<file path="src/rtl/sad_fsbm_engine.sv">
// Full-search block-matching SAD engine: saturating per-candidate SAD over ROWS beats of
// LANES pixel pairs, with running-minimum tracking across NCAND candidates.
module sad_fsbm_engine #(
    parameter int LANES = 16,
    parameter int PIX_W = 8,
    parameter int ROWS  = 16,
    parameter int NCAND = 256,
    parameter int SAD_W = 32,
    parameter int IDX_W = 8
) (
    input  logic                   clk,
    input  logic                   rst,
    input  logic                   go,
    input  logic                   abort,
    input  logic [LANES*PIX_W-1:0] cur_pix,
    input  logic [LANES*PIX_W-1:0] ref_pix,
    input  logic                   in_valid,
    output logic                   in_ready,
    output logic                   busy,
    output logic                   sad_valid,
    output logic [SAD_W-1:0]       sad_out,
    output logic [IDX_W-1:0]       cand_idx,
    output logic [SAD_W-1:0]       best_sad,
    output logic [IDX_W-1:0]       best_idx,
    output logic                   done
);
    localparam int ROW_W = (ROWS > 1) ? $clog2(ROWS) : 1;
    localparam logic [ROW_W-1:0] ROW_LAST  = ROW_W'(ROWS - 1);
    localparam logic [IDX_W-1:0] CAND_LAST = IDX_W'(NCAND - 1);

    typedef enum logic [1:0] {IDLE, INIT, ACC, CEND} state_t;

    state_t           state_q;
    logic [SAD_W-1:0] sum_q;
    logic [SAD_W-1:0] sum_d;
    logic [SAD_W-1:0] beat_sad;
    logic [SAD_W:0]   sum_ext;
    logic [SAD_W-1:0] sad_q;
    logic [SAD_W-1:0] best_q;
    logic [ROW_W-1:0] row_q;
    logic [IDX_W-1:0] cand_q;
    logic [IDX_W-1:0] cidx_q;
    logic [IDX_W-1:0] bidx_q;
    logic             sv_q;
    logic             done_q;
    logic [PIX_W-1:0] lane_diff [LANES];

    // Compare-then-subtract keeps the magnitude unsigned, so ref > cur never wraps.
    generate
        for (genvar gi = 0; gi < LANES; gi++) begin : g_lane
            logic [PIX_W-1:0] c_pix;
            logic [PIX_W-1:0] r_pix;
            assign c_pix         = cur_pix[gi*PIX_W +: PIX_W];
            assign r_pix         = ref_pix[gi*PIX_W +: PIX_W];
            assign lane_diff[gi] = (c_pix >= r_pix) ? (c_pix - r_pix) : (r_pix - c_pix);
        end
    endgenerate

    always_comb begin
        beat_sad = '0;
        for (int i = 0; i < LANES; i++) begin
            beat_sad = beat_sad + SAD_W'(lane_diff[i]);
        end
    end

    // The extra carry bit flags overflow; once pinned at all ones the sum can only stay there.
    assign sum_ext = {1'b0, sum_q} + {1'b0, beat_sad};
    assign sum_d   = sum_ext[SAD_W] ? '1 : sum_ext[SAD_W-1:0];

    always_ff @(posedge clk) begin
        if (rst) begin
            state_q <= IDLE;
            sum_q   <= '0;
            row_q   <= '0;
            cand_q  <= '0;
            sad_q   <= '0;
            cidx_q  <= '0;
            best_q  <= '1;
            bidx_q  <= '0;
            sv_q    <= 1'b0;
            done_q  <= 1'b0;
        end else begin
            sv_q   <= 1'b0;
            done_q <= 1'b0;
            case (state_q)
                IDLE: begin
                    if (go) state_q <= INIT;
                end
                INIT: begin
                    if (abort) begin
                        state_q <= IDLE;
                    end else begin
                        sum_q   <= '0;
                        row_q   <= '0;
                        cand_q  <= '0;
                        best_q  <= '1;
                        bidx_q  <= '0;
                        state_q <= ACC;
                    end
                end
                ACC: begin
                    if (abort) begin
                        state_q <= IDLE;
                    end else if (in_valid) begin
                        sum_q <= sum_d;
                        if (row_q == ROW_LAST) begin
                            row_q   <= '0;
                            state_q <= CEND;
                        end else begin
                            row_q <= row_q + 1'b1;
                        end
                    end
                end
                CEND: begin
                    if (abort) begin
                        state_q <= IDLE;
                    end else begin
                        sad_q  <= sum_q;
                        cidx_q <= cand_q;
                        sv_q   <= 1'b1;
                        // Strict compare: on a tie the earlier candidate keeps the slot.
                        if (sum_q < best_q) begin
                            best_q <= sum_q;
                            bidx_q <= cand_q;
                        end
                        if (cand_q == CAND_LAST) begin
                            done_q  <= 1'b1;
                            state_q <= IDLE;
                        end else begin
                            cand_q  <= cand_q + 1'b1;
                            sum_q   <= '0;
                            state_q <= ACC;
                        end
                    end
                end
                default: state_q <= IDLE;
            endcase
        end
    end

    assign in_ready  = (state_q == ACC);
    assign busy      = (state_q != IDLE);
    assign sad_valid = sv_q;
    assign done      = done_q;
    assign sad_out   = sad_q;
    assign cand_idx  = cidx_q;
    assign best_sad  = best_q;
    assign best_idx  = bidx_q;
endmodule

</file>
<file path="config.mk">
export PLATFORM = sky130hd
export DESIGN_NAME = sad_fsbm_engine
export DESIGN_NICKNAME = d
export VERILOG_FILES = /design/src/rtl/sad_fsbm_engine.sv
export SDC_FILE = /design/constraint.sdc
export NUM_CORES = 1
export LEC_CHECK = 0
export CORE_MARGIN = 3
export CORE_UTILIZATION = 59
export CTS_CLUSTER_SIZE = 8
export DETAILED_ROUTE_END_ITERATION = 12
export PLACE_DENSITY_LB_ADDON = 0.05
export SLEW_MARGIN = 20
export SYNTH_ARGS = -nofsm -noshare
export SYNTH_HDL_FRONTEND = slang
export SYNTH_SLANG_ARGS = --single-unit
</file>
<file path="constraint.sdc">
create_clock -name clk -period 24.8 [get_ports clk]
set_input_delay 4.96 -clock clk [delete_from_list [all_inputs] [get_ports clk]]
set_output_delay 4.96 -clock clk [all_outputs]
set_load 0.01 [all_outputs]
</file>
==> flow_summary.json <==
{
  "outcome": "finished, final reports clean",
  "area.growth.synth_to_final_pct": 23.4,
  "yosysWarningCount": 0,
  "finalHoldWorstSlack_ns": 0.451,
  "tritoncts_clock_tree": "done",
  "timing.clock.skew_ns": 0.0122,
  "slowest_stage": "sky130_fd_sc_hd__nor4_4",
  "worstSetupStartpointType": "input port",
  "final_period_minus_worst_setup_slack_ns": 13.82,
  "floorplan.io_pins": 345,
  "setup_total_neg_slack_ns": 0,
  "top_ff_cell_synth": "sky130_fd_sc_hd__dfxtp_1",
  "number_of_buffers_between_clock_root_and_the_deepest_sink": 2,
  "die_height_um": 185,
  "r2r_slack_ns": 18.19,
  "tightest_slew_ns": 1.03,
  "grt_max_degree": 42,
  "drive_gt1_share_pct": 3.63,
  "yosys.area.top_type_share_pct": 20.0,
  "slew_headroom_pct": 31.2,
  "via_count": 17100,
  "grt_first_pass_wirelength_um": 81700,
  "antenna_violations_before_repair": 2,
  "crit_path_max_incr_delay_ns": 0.71,
  "crit_type": "input port to flop",
  "drt_drc_violations_left": 0,
  "grt_use_total_pct": 29.0,
  "die_area_um2": 34300,
  "maxClockFrequency_mhz": 72.4,
  "timing_max_transition_violations_final": 0,
  "ff_latch_area_um2": 2560,
  "ys_seq_area_share_pct": 13.5,
  "worst-endpoint-arrival_ns": 14.15,
  "totalWireLength_um": 51100,
  "synth_area_leader_cell": "sky130_fd_sc_hd__ha_1",
  "detailed_place_hpwl_um": 43400,
  "postCtsHoldBufs": 0,
  "cts.reportedPaths.clkPinSlew_ns": 0.06,
  "tritoncts_sinks": 128,
  "timing_hold_violations_final": 0,
  "start_util_pct": 60.8,
  "post_synth_num_cell_types": 79,
  "detailedRoute.firstPassIterationCount": 7,
  "clock-root-buffer": "sky130_fd_sc_hd__clkbuf_16",
  "syn_avg_cell_area_um2": 8.41,
  "wl_per_cell_um": 17.1,
  "postSynth.asyncResetShare_pct": 0,
  "yosys-top-cells-area": "sky130_fd_sc_hd__ha_1 (20%), sky130_fd_sc_hd__fa_1 (16%), sky130_fd_sc_hd__dfxtp_1 (14%)",
  "clk-insertion-delay-late_ns": 0.42,
  "timing.critical_path.to_type": "flop",
  "critPathRequiredTime_ns": 25.13,
  "dp_slack_ns": 10.28,
  "numPortBuffers": 344,
  "num-nets-final": 3291,
  "timing.final.crit_share_pct": 55.7,
  "synth.cell_area_um2": 18900,
  "row_count": 64,
  "timing.critical_path.mode_cell": "sky130_fd_sc_hd__fa_1",
  "synth_edf_count": 0,
  "globalRouteOverflowTotal": 0,
  "first_global_vias": 16900,
  "drt_iter0_drcs": 1015,
  "placeableCoreArea_um2": 31100,
  "post-cts-setup-buffer-count": 0,
  "gp_congestion": 0.896,
  "fillerInstances": 2307,
  "drv.max_cap_violation_count": 0,
  "finalSetupViolations": 0,
  "multi_input_comb_area_um2": 14400,
  "netlist_instances": 2253,
  "post_drt_via_cell_ratio": 5.73,
  "fp.dieW_um": 185,
  "crit_fanout": 13,
  "post_cts_resize_count": 0,
  "ys_seq_elements": 128,
  "final_antenna_net_count": 0,
  "hold_class": "flop to flop",
  "setup_repair_after_global_routing_missed_its_margin": "no",
  "cts-htree-levels": 4,
  "final_critical_path_setup_slack_ns": 10.98,
  "synthesis.nets": 2966,
  "inserted_clock_buffers": 17
}
-- cell families (layout without fill, tap and decap cells) --
logic type               after synthesis  in the layout  share of synthesized area, %
AND/OR/NAND/NOR                      378            378                          9.63
buffers and inverters                532            870                          10.6
flip-flops                           128            128                          13.5
adder cells (fa/ha/maj)              452            452                          35.8
other                                  0              1                             0
XOR/XNOR                             100            100                          4.62
multiplexers                          99             99                          5.53
AO/OA/AOI/OAI                        564            564                          20.3
-- final cells by class --
| cell class | count | share of cell area, % |
|---|---|---|
| Tap cell | 396 | 2.12 |
| Antenna cell | 1 | 0.0107 |
| Inverter | 488 | 7.83 |
| Sequential cell | 128 | 11.0 |
| Timing Repair Buffer | 350 | 14.9 |
| Clock inverter | 15 | 0.787 |
| Multi-Input combinational cell | 1593 | 61.5 |
| Clock buffer | 17 | 1.82 |
-- worst max-delay path, delay by kind of cell --
kind / cells / cell delay [ns]
buffers and inverters: 5 / 0.69
adders and majority gates: 9 / 3.93
and+or+nand+nor: 2 / 0.93
muxes: 1 / 0.42
AOI/OAI and AO/OA: 11 / 2.98
xor gates and xnor gates: 1 / 0.22
-- registers in the layout, indices dropped and copies added, names as in the netlist, 2 cells and up --
signal and count:
state_q 2, row_q 4, best_sad 32, sad_out 32, cand_q 8, best_idx 8, sum_q 32, cand_idx 8
-- cells in the mapped netlist, drive strengths merged (7+ instances only) --
cell type,number
a311oi,7
nor2b,24
nand2,101
nor4,7
a31oi,25
inv,487
o21bai,21
a221oi,12
nor2,105
clkbuf,38
o211ai,10
nor3,27
fa,149
nand2b,13
o22a,32
xor2,34
mux2,33
a21o,63
a41o,8
o22ai,10
dfxtp,128
mux2i,66
o21a,16
ha,303
a21oi,156
nand4,22
nand3,29
xnor2,66
a22o,41
o21ai,95
a211oi,22
and3,14
-- final timing paths --
check,depth (start not counted),from,endpoint
max reg2reg,19,sum_q[2],sum_q[17]
min reg2reg,2,best_idx[3],best_idx[3]
min,2,best_idx[3],best_idx[3]
max,29,ref_pix[40],sum_q[17]
-- per-layer routing --
metal  GRT usage [%]  vias up  share of wire, %
li1                -     8263                 -
met1            35.4     8154                41
met2            54.2      621                51
met5               0        -             0.053
met3            3.52       89               5.5
met4            7.35        4               2.0
-- cell usage in the layout (no fill, tap or decap), types with 6 or more instances in the layout --
cell type,instances
sky130_fd_sc_hd__a21oi_1,153
sky130_fd_sc_hd__nor2_1,103
sky130_fd_sc_hd__o21bai_1,21
sky130_fd_sc_hd__a211oi_1,22
sky130_fd_sc_hd__a21o_1,63
sky130_fd_sc_hd__clkbuf_16,17
sky130_fd_sc_hd__o22ai_1,9
sky130_fd_sc_hd__o21a_1,16
sky130_fd_sc_hd__o21ai_0,65
sky130_fd_sc_hd__xor2_1,34
sky130_fd_sc_hd__nor3_1,26
sky130_fd_sc_hd__o2111ai_1,6
sky130_fd_sc_hd__nand3_1,29
sky130_fd_sc_hd__mux2_2,27
sky130_fd_sc_hd__mux2i_1,66
sky130_fd_sc_hd__nand4_1,22
sky130_fd_sc_hd__a221oi_1,12
sky130_fd_sc_hd__clkdlybuf4s50_1,344
sky130_fd_sc_hd__buf_4,6
sky130_fd_sc_hd__inv_1,487
sky130_fd_sc_hd__a41o_1,8
sky130_fd_sc_hd__a311oi_1,7
sky130_fd_sc_hd__o31ai_1,6
sky130_fd_sc_hd__fa_1,149
sky130_fd_sc_hd__o21ai_1,27
sky130_fd_sc_hd__o211ai_1,8
sky130_fd_sc_hd__and3_1,14
sky130_fd_sc_hd__nand2b_1,13
sky130_fd_sc_hd__nand2_1,101
sky130_fd_sc_hd__xnor2_1,66
sky130_fd_sc_hd__nor4_1,6
sky130_fd_sc_hd__a22o_1,41
sky130_fd_sc_hd__nor2b_1,24
sky130_fd_sc_hd__a31oi_1,24
sky130_fd_sc_hd__o22a_1,32
sky130_fd_sc_hd__ha_1,303
sky130_fd_sc_hd__dfxtp_1,128
-- stage by stage --
step	area, um^2	std cells	util, %
floorplan	18900	2253	-
global placement	22800	2955	73.0
detailed placement	22800	2955	73.0
CTS	23400	2987	75.0
global route	23400	2987	75.0
finish	23400	2988	75.1
Power is not shown: default switching activity piles up to over one toggle a cycle in this logic, so the estimate is an artifact.
